==> config.mk <==
export PLATFORM = sky130hd
export DESIGN_NAME = fnd_scan_ctrl
export DESIGN_NICKNAME = d
export VERILOG_FILES = /design/src/rtl/fnd_pkg.sv /design/src/rtl/tick_gen.sv /design/src/rtl/fnd_scan_ctrl.sv
export SDC_FILE = /design/constraint.sdc
export NUM_CORES = 1
export LEC_CHECK = 0
export ABC_CLOCK_PERIOD_IN_PS = 2690
export CORE_MARGIN = 3
export CORE_UTILIZATION = 55
export DETAILED_ROUTE_END_ITERATION = 7
export PLACE_DENSITY = 0.79
export SLEW_MARGIN = 20
export SYNTH_ARGS = -nofsm -noshare
export SYNTH_HDL_FRONTEND = slang
export SYNTH_SLANG_ARGS = --single-unit
export TNS_END_PERCENT = 20
==> constraint.sdc <==
create_clock -name clk -period 2.69 [get_ports clk]
set_clock_uncertainty 0.2 [all_clocks]
set_input_delay 0.538 -clock clk [delete_from_list [all_inputs] [get_ports clk]]
set_output_delay 0.538 -clock clk [all_outputs]
set_load 0.02 [all_outputs]
==> src/rtl/fnd_pkg.sv <==
// fnd_pkg: shared constants and helpers for the FND display blocks
package fnd_pkg;
    localparam int FND_DIGITS_4 = 4;
    localparam int FND_DIGITS_8 = 8;
    localparam logic [FND_DIGITS_8-1:0] COM_OFF = '1;
    function automatic int clog2(input int v);
        int r;
        r = 0;
        while ((1 << r) < v) r++;
        return r;
    endfunction
endpackage

==> src/rtl/tick_gen.sv <==
// tick_gen: enable-gated prescaler emitting a one-clock tick every CLK_HZ/TICK_HZ clocks
module tick_gen
    import fnd_pkg::*;
#(
    parameter int CLK_HZ  = 100_000_000,
    parameter int TICK_HZ = 1_000
) (
    input  logic clk,
    input  logic reset,
    input  logic en,
    output logic tick
);
    localparam int DIV = CLK_HZ / TICK_HZ;
    localparam int W   = clog2(DIV) > 0 ? clog2(DIV) : 1;
    logic [W-1:0] cnt;
    assign tick = en && cnt == W'(DIV - 1);
    always_ff @(posedge clk or posedge reset)
        if (reset) cnt <= '0;
        else if (en) cnt <= tick ? '0 : cnt + W'(1);
endmodule

==> src/rtl/fnd_scan_ctrl.sv <==
// fnd_scan_ctrl: FND digit scan with dead-time blanking and leading-zero suppression
module fnd_scan_ctrl
    import fnd_pkg::*;
#(
    parameter int CLK_HZ       = 100_000_000,
    parameter int SCAN_HZ      = 1_000,
    parameter int NUM_DIGITS   = 4,
    parameter int SEL_W        = 3,
    parameter int BLANK_CYCLES = 16
) (
    input  logic                  clk,
    input  logic                  reset,
    input  logic                  i_enable,
    input  logic                  i_lz_en,
    input  logic [NUM_DIGITS-1:0] i_nz,
    input  logic [NUM_DIGITS-1:0] i_dp,
    output logic [SEL_W-1:0]      o_sel,
    output logic [NUM_DIGITS-1:0] o_com,
    output logic                  o_dp_n,
    output logic                  o_scan_tick
);
    localparam int BW = clog2(BLANK_CYCLES + 1) > 0 ? clog2(BLANK_CYCLES + 1) : 1;
    localparam logic [NUM_DIGITS-1:0] OFF = COM_OFF[NUM_DIGITS-1:0];
    logic                  tick, en_q, suppress;
    logic [BW-1:0]         blank, blank_nx;
    logic [NUM_DIGITS-1:0] onehot, drive;
    logic [SEL_W-1:0]      sel_nx;
    tick_gen #(.CLK_HZ(CLK_HZ), .TICK_HZ(SCAN_HZ)) u_tick (
        .clk  (clk),
        .reset(reset),
        .en   (i_enable),
        .tick (tick)
    );
    always_comb begin
        onehot   = NUM_DIGITS'(1) << o_sel;
        suppress = i_lz_en && o_sel != '0 && (i_nz >> o_sel) == '0;
        drive    = suppress ? OFF : ~onehot;
        blank_nx = blank == '0 ? '0 : blank - BW'(1);
        sel_nx   = o_sel == SEL_W'(NUM_DIGITS - 1) ? '0 : o_sel + SEL_W'(1);
    end
    // the first enabled clock after idle reloads the blank counter, like a tick does
    always_ff @(posedge clk or posedge reset) begin
        if (reset) begin
            o_sel       <= '0;
            o_com       <= OFF;
            o_dp_n      <= 1'b1;
            o_scan_tick <= 1'b0;
            blank       <= BW'(BLANK_CYCLES);
            en_q        <= 1'b0;
        end else if (!i_enable) begin
            o_com       <= OFF;
            o_dp_n      <= 1'b1;
            o_scan_tick <= 1'b0;
            en_q        <= 1'b0;
        end else if (tick || !en_q) begin
            o_sel       <= tick ? sel_nx : o_sel;
            o_com       <= OFF;
            o_dp_n      <= 1'b1;
            o_scan_tick <= tick;
            blank       <= BW'(BLANK_CYCLES);
            en_q        <= 1'b1;
        end else begin
            o_com       <= blank_nx == '0 ? drive : OFF;
            o_dp_n      <= blank_nx == '0 ? ~|(i_dp & onehot) : 1'b1;
            o_scan_tick <= 1'b0;
            blank       <= blank_nx;
        end
    end
endmodule
# Word-level counts from Yosys, hierarchy flattened
# Index checks and enable logic that the tools add are counted.
# word_totals
reg_bits	32
in_bits	12
out_inout_bits	9
elab_cells	44
# classes
n_addsub	3
eq_ne	3
shift	2
muxes	15
bitwise	2
reduce_logical	12
# op_table
op	n
$add A17 B1 Y17 const B	1
$eq A17 B17 Y1 const B	1
$mux W17	1
$mux W4	4
$logic_not A5 Y1	2
$mux W5	2
$mux W1	7
$sub A5 B1 Y5 const B	1
$and A4 B4 Y4	1
$logic_not A4 Y1	1
$not A4 Y4	1
$reduce_or A4 Y1	1
$shl A1 B3 Y4 const A	1
$shr A4 B3 Y4	1
$add A3 B1 Y3 const B	1
$eq A3 B2 Y1 const B	1
$logic_and A1 B1 Y1	3
$mux W3	1
$reduce_and A3 Y1	1
$reduce_bool A3 Y1	1
$logic_not A1 Y1	2
$ne A2 B1 Y1 const B	1
$logic_or A1 B1 Y1	1

# Depth between registers and ports, before layout
# Gate-level depths: netlist (run 1).
# logic_depth
depth_word	7
mapped_depth	6
ltp_nobuf	6

# By module
# A second synthesis (run 1) with hierarchy kept.
# hier_totals
hier_cells	151
hier_area_um2	1594.0
# by_module_without_submodules
mod	n_inst	cells_each	area_each_um2
tick_gen	1	79	835.8
fnd_scan_ctrl	1	72	758.2

# Least setup slack after synthesis (run 1)
# Ideal clock, no wire load.
# synth_timing
path_kind	register to register
startpoint	register u_tick.cnt[6]
endpoint	register blank[0]
arrival_time_ns	1.544
path_slack_ns	0.822
stages_incl_launch_ff	6
n_path_buf	1
period_less_slack_ns	1.868
path_cell_list	dfrtp_1 or4b_1 nor3_2 and2_4 buf_12 o22ai_2
# synth_via
elab_chain_len	4
# synth_rtl
item	line_no	source
start, declared	tick_gen.sv:15	logic [W-1:0] cnt;
start signal, assigned	tick_gen.sv:19	else if (en) cnt <= tick ? '0 : cnt + W'(1);
$eq A17 B17 Y1	tick_gen.sv:16	assign tick = en && cnt == W'(DIV - 1);
$logic_and A1 B1 Y1	tick_gen.sv:16	
$logic_or A1 B1 Y1	fnd_scan_ctrl.sv:55	end else if (tick || !en_q) begin
$mux W5	fnd_scan_ctrl.sv:55	
end signal, assigned	fnd_scan_ctrl.sv:48	blank <= BW'(BLANK_CYCLES);
end signal, assigned	fnd_scan_ctrl.sv:60	blank <= BW'(BLANK_CYCLES);
end signal, assigned	fnd_scan_ctrl.sv:66	blank <= blank_nx;
end, declared	fnd_scan_ctrl.sv:25	logic [BW-1:0] blank, blank_nx;
# Every way passes these cells.
# A chain may end at the register's enable or synchronous reset.

# Worst setup path in the final report (run 1)
# layout_timing
startpoint	register o_com[2]
endpoint	output port o_com[2]
# layout_lines
item	line_no	source
start, declared	fnd_scan_ctrl.sv:18	output logic [NUM_DIGITS-1:0] o_com,
start signal, assigned	fnd_scan_ctrl.sv:63	o_com <= blank_nx == '0 ? drive : OFF;
# No word-level cell between the ends.

==> results of run 1 <==
how the worst max path moves through the flow:
| stage | from | to | slack [ps] | cells past startpoint |
|---|---|---|---|---|
| 2_1_floorplan | u_tick.cnt[6]$_DFFE_PP0P_ | blank[0]$_DFFE_PP0P_ | 820 | 5 |
| 3_3_place_gp | i_enable | u_tick.cnt[16]$_DFFE_PP0P_ | 350 | 5 |
| 3_5_place_dp | i_enable | u_tick.cnt[16]$_DFFE_PP0P_ | 310 | 5 |
| 4_1_cts | o_com[2]$_DFF_PP1_ | o_com[2] | 460 | 1 |
| 5_1_grt | o_com[2]$_DFF_PP1_ | o_com[2] | 430 | 1 |
| 6_report | o_com[2]$_DFF_PP1_ | o_com[2] | 480 | 1 |
flip-flops by register name (all words and copies together), names as in the netlist:
signal and flops:
o_scan_tick 1, en_q 1, o_sel 3, blank 5
o_dp_n 1, u_tick.cnt 17, o_com 4
power by group through the flow:
stage,clock network (mW),registers (mW),logic [mW]
floorplan,0,0.629,0.251
global placement,0,0.644,0.297
detailed placement,0,0.646,0.310
CTS,0.369,0.638,0.314
global route,0.386,0.656,0.359
finish,0.356,0.641,0.314
kinds of logic after synthesis:
group           count (synthesis)  share of synthesized area, %
buf+inv                        15                          5.22
compound gates                 24                          10.7
mux                             2                          1.30
fa+ha+maj                       6                          4.35
flops                          32                          46.8
simple gates                   72                          24.6
xor+xnor                       14                          7.10
layout make-up:
cell class	instances	area, µm²	share of cell area, %
Sequential cell	32	808	40.0
Multi-Input combinational cell	118	828	41.0
Timing Repair Buffer	22	215	10.6
Tap cell	42	52.6	2.60
Clock buffer	6	41.3	2.04
Inverter	11	41.3	2.04
Clock inverter	2	35.0	1.73
synth_stat cells, drive strengths merged (2+ instances only):
cell	n	area share [%]
or4b	3	2.0
nor3	6	2.3
nand4b	2	1.0
a31oi	3	1.1
mux2	2	1.3
o22ai	2	1.4
clkbuf	2	1.0
nor2	11	2.4
xnor2	10	5.1
a21oi	7	2.2
dfrtp	26	38
a21boi	2	0.87
nor4	3	1.4
xor2	4	2.0
a22oi	2	0.87
ha	6	4.3
and2	2	0.87
and3	3	1.2
nand2	15	3.3
nor2b	3	1.1
buf	2	1.8
o21ai	2	0.80
nand2b	2	0.72
dfstp	6	9.1
inv	11	2.4
nand3	9	2.6
nand4	6	2.2
layer usage:
layer	track usage [%]	vias to the layer above	wire [µm]
met5	0	-	0
li1	-	635	-
met1	27.9	628	1610
met3	5.17	2	221
met2	30.3	40	1520
met4	7.27	0	8
metrics by stage:
step,worst slack [ps],hold WS (ps),power [mW],std cells,instance area (µm²)
2_1_floorplan,822,254,0.880,165,1730
3_3_place_gp,348,277,0.941,225,1950
3_5_place_dp,305,279,0.956,225,1950
4_1_cts,459,299,1.32,233,2020
5_1_grt,433,318,1.40,233,2020
6_report,477,298,1.31,233,2020
==> flow_metrics.env, run 1 <==
export IMPL_ys_seq_area_share_pct=46.8
export IMPL_dr_pass1_iters=4
export IMPL_cp_slowest_cell="clkdlybuf4s50_1"
export IMPL_min_period_ps=2210
export IMPL_gr_total_overflow=0
export IMPL_power_switching_mw=0.400
export IMPL_min_path_cells=1
export IMPL_r2r_start="u_tick.cnt[12]$_DFFE_PP0P_"
export IMPL_maxSlewHeadroom_pct=72.8
export IMPL_crit_type="reg2out"
export IMPL_r2r_end="u_tick.cnt[16]$_DFFE_PP0P_"
export IMPL_synth_edf_count=0
export IMPL_cp_arrival_ps=1470
export IMPL_slew_violations=0
export IMPL_crit_path_start_kind="flip-flop"
export IMPL_min_path_type="reg2reg"
export IMPL_place_gp_congestion=0.809
export IMPL_ir_drop_uv=502
export IMPL_cts_buffers=5
export IMPL_rows=19
export IMPL_via_per_inst=5.60
export IMPL_ant_nets=0
export IMPL_setup_viol=0
export IMPL_worstHoldStart="u_tick.cnt[11]$_DFFE_PP0P_"
export IMPL_cp_num_buf_inv=1
export IMPL_drc_errors=0
export IMPL_postSynthCellCount=165
export IMPL_clkPwrFrac_pct=27.1
export IMPL_track_usage_pct=20.1
export IMPL_p_leak_nw=0.880
export IMPL_syn_num_nets=183
export IMPL_fmax_mhz=452
export IMPL_io_buffers=20
export IMPL_path_delay_family="buffers and inverters"
export IMPL_cts_repair_timing_setup_buffer_count=0
export IMPL_netlist_area_mm2=0.00173
export IMPL_io_pins=21
export IMPL_seq_power_share_pct=48.9
export IMPL_comb_power_share_pct=23.9
export IMPL_vias=1305
export IMPL_holdBufCountCts=0
export IMPL_layout_commonest_cell="dfrtp_1"
export IMPL_mostFrequentLayoutCells="26 x dfrtp_1, 20 x clkdlybuf4s50_1, 15 x nand2_1"
export IMPL_max_stage_delay_ps=600
export IMPL_drv_cap=0
export IMPL_ys_ff_latch=32
export IMPL_die_w_um=62.0
export IMPL_switching_share_pct=30.5
export IMPL_rsz0062_at_grt="no"
export IMPL_crit_chain="clkdlybuf4s50_1"
export IMPL_r2r_setup_slack_ps=670
export IMPL_power_density_mw_per_mm2=648
export IMPL_cp_max_fo=1
export IMPL_first_iter_violations=71
export IMPL_fin_nets=208
export IMPL_fin_util_pct=70.3
export IMPL_cts_tree="done"
export IMPL_finalSetupTns_ps=0
export IMPL_syn2layout_area_growth_pct=17.1
export IMPL_required_ps=1950
export IMPL_grt_start_max_net_pins=33
export IMPL_post_cts_resized=0
export IMPL_synthFlopType="dfrtp_1"
export IMPL_core_area_mm2=0.00288
export IMPL_clock_latency_ps=330
export IMPL_min_period_over_period_pct=82.3
export IMPL_worstRegToRegCells=4
export IMPL_cts_buffer_depth=2
export IMPL_initial_core_util_pct=60.0
export IMPL_clock_sinks=32
export IMPL_antennaDiodeCount=0
export IMPL_hold_path_end="u_tick.cnt[11]$_DFFE_PP0P_"
export IMPL_tightestPinTransition_ps=404
export IMPL_final_hold_viol_count=0
export IMPL_postRouteWirelength_mm=3.36
export IMPL_cts_root_buf="clkbuf_4"
export IMPL_ys_types=49
export IMPL_postSynth_asyncResetShare_pct=100
export IMPL_antenna_found_initial=0
export IMPL_grt_pass1_wl_mm=5.59
export IMPL_status="finished, final reports clean"
export IMPL_chipHeight_um=62.0
export IMPL_cts_max_level=2
export IMPL_dieArea_mm2=0.00385
export IMPL_syn_area_per_cell_um2=10.5
export IMPL_internal_power_mw=0.910
export IMPL_yosysWarningCount=0
export IMPL_clk_pin_slew_worst_paths_ps=100
export IMPL_wl_per_cell_um=14.4
export IMPL_dpl_hpwl_mm=2.44
export IMPL_critPathCaptureType="output port"
export IMPL_drive_above_1_share_pct=16.2
export IMPL_first_global_vias=1205
export IMPL_nFillCells=229
Note: power is estimated with default switching activity, not from simulation.
==> run 2, diff against run 1 <==
--- a/config.mk
+++ b/config.mk
@@ -5,11 +5,11 @@
 export SDC_FILE = /design/constraint.sdc
 export NUM_CORES = 1
 export LEC_CHECK = 0
-export ABC_CLOCK_PERIOD_IN_PS = 2690
+export ABC_CLOCK_PERIOD_IN_PS = 1900
 export CORE_MARGIN = 3
-export CORE_UTILIZATION = 55
+export CORE_UTILIZATION = 49
 export DETAILED_ROUTE_END_ITERATION = 7
-export PLACE_DENSITY = 0.79
+export PLACE_DENSITY = 0.74
 export SLEW_MARGIN = 20
 export SYNTH_ARGS = -nofsm -noshare
 export SYNTH_HDL_FRONTEND = slang
==> constraint.sdc (replaced) <==
create_clock -name clk -period 1.9 [get_ports clk]
set_clock_uncertainty 0.2 [all_clocks]
set_input_delay 0.38 -clock clk [delete_from_list [all_inputs] [get_ports clk]]
set_output_delay 0.38 -clock clk [all_outputs]
set_load 0.02 [all_outputs]
==> run 2 against run 1 <==
Sequential power increased by 39%. Highest routed layer unchanged. Worst hold slack got worse by 100 ps. Clock power about the same. Largest cell class unchanged. Via count increased by 8.6%.
==> flow_metrics.env, run 2 (same netlist as run 1, synthesis figures left out) <==
export IMPL_status="finished, final reports clean"
export IMPL_ir_drop_uv=576
export IMPL_setup_viol=0
export IMPL_placed_cell_area_mm2=0.00211
export IMPL_dr_pass1_iters=4
export IMPL_holdBufCountCts=0
export IMPL_cp_arrival_ps=1900
export IMPL_seq_power_share_pct=48.0
export IMPL_fin_nets=230
export IMPL_cp_max_fo=3
export IMPL_p_leak_nw=0.982
export IMPL_cts_tree="done"
export IMPL_power_switching_mw=0.592
export IMPL_antenna_found_initial=0
export IMPL_cts_root_buf="clkbuf_4"
export IMPL_drv_cap=0
export IMPL_mostFrequentLayoutCells="26 x dfrtp_1, 22 x buf_4, 14 x nand2_1"
export IMPL_largest_register="u_tick.cnt"
export IMPL_crit_chain="or4b_4, nor3_4, a21oi_1, mux2_2"
export IMPL_path_delay_family="simple AND/OR/NAND/NOR gates"
export IMPL_dieArea_mm2=0.00427
export IMPL_crit_type="reg2reg"
export IMPL_track_usage_pct=20.0
export IMPL_vias=1417
export IMPL_clock_latency_ps=330
export IMPL_antennaDiodeCount=0
export IMPL_min_period_ps=1880
export IMPL_clk_pin_slew_worst_paths_ps=90
export IMPL_min_period_over_period_pct=98.9
export IMPL_top_regs="u_tick.cnt (17), blank (5), o_com (4)"
export IMPL_io_pins=21
export IMPL_internal_power_mw=1.26
export IMPL_drive_above_1_share_pct=26.3
export IMPL_tightestPinTransition_ps=306
export IMPL_comb_power_share_pct=32.7
export IMPL_ant_nets=0
export IMPL_via_per_inst=5.51
export IMPL_layout_commonest_cell="dfrtp_1"
export IMPL_dpl_hpwl_mm=2.80
export IMPL_cts_buffer_depth=2
export IMPL_rows=20
export IMPL_core_area_mm2=0.00320
export IMPL_syn2layout_area_growth_pct=27.8
export IMPL_switching_share_pct=32.0
export IMPL_first_global_vias=1487
export IMPL_initial_core_util_pct=53.9
export IMPL_power_density_mw_per_mm2=840
export IMPL_postRouteWirelength_mm=3.83
export IMPL_io_buffers=20
export IMPL_clkPwrFrac_pct=19.3
export IMPL_slew_violations=0
export IMPL_cp_num_buf_inv=0
export IMPL_cp_slowest_cell="or4b_4"
export IMPL_critPathCaptureType="flip-flop"
export IMPL_required_ps=1920
export IMPL_cts_max_level=2
export IMPL_grt_start_max_net_pins=33
export IMPL_min_path_type="in2async"
export IMPL_first_iter_violations=81
export IMPL_max_stage_delay_ps=570
export IMPL_gr_total_overflow=0
export IMPL_die_w_um=65.4
export IMPL_maxSlewHeadroom_pct=79.4
export IMPL_clock_sinks=32
export IMPL_final_hold_viol_count=0
export IMPL_wl_per_cell_um=14.9
export IMPL_place_gp_congestion=0.851
export IMPL_rsz0062_at_grt="yes"
export IMPL_largest_register_ff_count=17
export IMPL_fmax_mhz=532
export IMPL_design_area_mm2=0.00221
export IMPL_nFillCells=272
export IMPL_grt_pass1_wl_mm=6.50
export IMPL_drc_errors=0
export IMPL_total_power_mw=1.85
export IMPL_crit_path_start_kind="flip-flop"
export IMPL_cts_buffers=5
export IMPL_chipHeight_um=65.4
run 2: cell count changes in the layout (fill, tap and decap cells not counted), sizes merged:
cell,before,now
bufinv,1,0
buf,2,23
and2,2,3
clkdlybuf4s50,20,11
dlymetal6s2s,0,1
dlygate4sd2,0,8
clkbuf,6,8
clkinv,1,0
run 2: final timing paths:
kind                                            start                          to  slack, ps  depth (start not counted)
hold reg to reg            u_tick.cnt[11]$_DFFE_PP0P_  u_tick.cnt[11]$_DFFE_PP0P_        300                          1
hold / removal                                  reset        o_sel[1]$_DFFE_PP0P_        190                          3
setup / recovery           u_tick.cnt[14]$_DFFE_PP0P_   u_tick.cnt[0]$_DFFE_PP0P_         20                          4
setup reg to reg           u_tick.cnt[14]$_DFFE_PP0P_   u_tick.cnt[0]$_DFFE_PP0P_         20                          4
max in group asynchronous                       reset          o_com[0]$_DFF_PP1_       1070                          3
min in group clk           u_tick.cnt[11]$_DFFE_PP0P_  u_tick.cnt[11]$_DFFE_PP0P_        300                          1
run 2: layout make-up:
type / count / area (µm²) / area share, %
repair buffers: 43 / 378 / 17.1
well taps: 44 / 55.1 / 2.50
inverters: 11 / 41.3 / 1.87
clock buffers: 8 / 48.8 / 2.21
flip-flops and latches: 32 / 808 / 36.6
multi-input cells: 119 / 875 / 39.6
run 2: per-layer routing:
metal  GRT usage [%]  up-vias  routed length [µm]
li1                -      683                   -
met1            22.9      695                1630
met2            34.9       35                1920
met3            7.01        4                 216
met4            6.22        0                  56
met5               0        -                   0
run 2: timing repair:
item	4_1_cts	5_1_grt
gates resized for setup	8	10
setup endpoints to repair	8	16
setup buffers	0	1
pin swaps	0	5
gates cloned	0	1
hold endpoints to repair	0	0
run 2: worst register-to-register path, delay by kind of cell (launching register included):
family	cells	cell delay, ps
AOI/OAI and AO/OA	1	100
DFF	1	390
muxes	1	270
and+or+nand+nor	2	810
run 2: stage by stage:
step,util (%),cells,TNS (ps),hold slack [ps],setup slack [ps]
floorplan,-,165,0,254,31.9
global route,68.9,257,-34.7,195,-16.5
finish,68.9,257,0,194,20.5
global placement,65.9,247,-1300,281,-119
CTS,67.1,255,0,192,11.6
detailed placement,65.9,247,-1980,286,-167
run 2: power groups by stage:
| stage | clock [mW] | sequential (mW) | combinational, mW |
|---|---|---|---|
| 6_report | 0.357 | 0.890 | 0.606 |
| 5_1_grt | 0.403 | 0.906 | 0.681 |
| 4_1_cts | 0.366 | 0.885 | 0.589 |
| 3_5_place_dp | 0 | 0.897 | 0.587 |
| 3_3_place_gp | 0 | 0.890 | 0.546 |
| 2_1_floorplan | 0 | 0.891 | 0.355 |
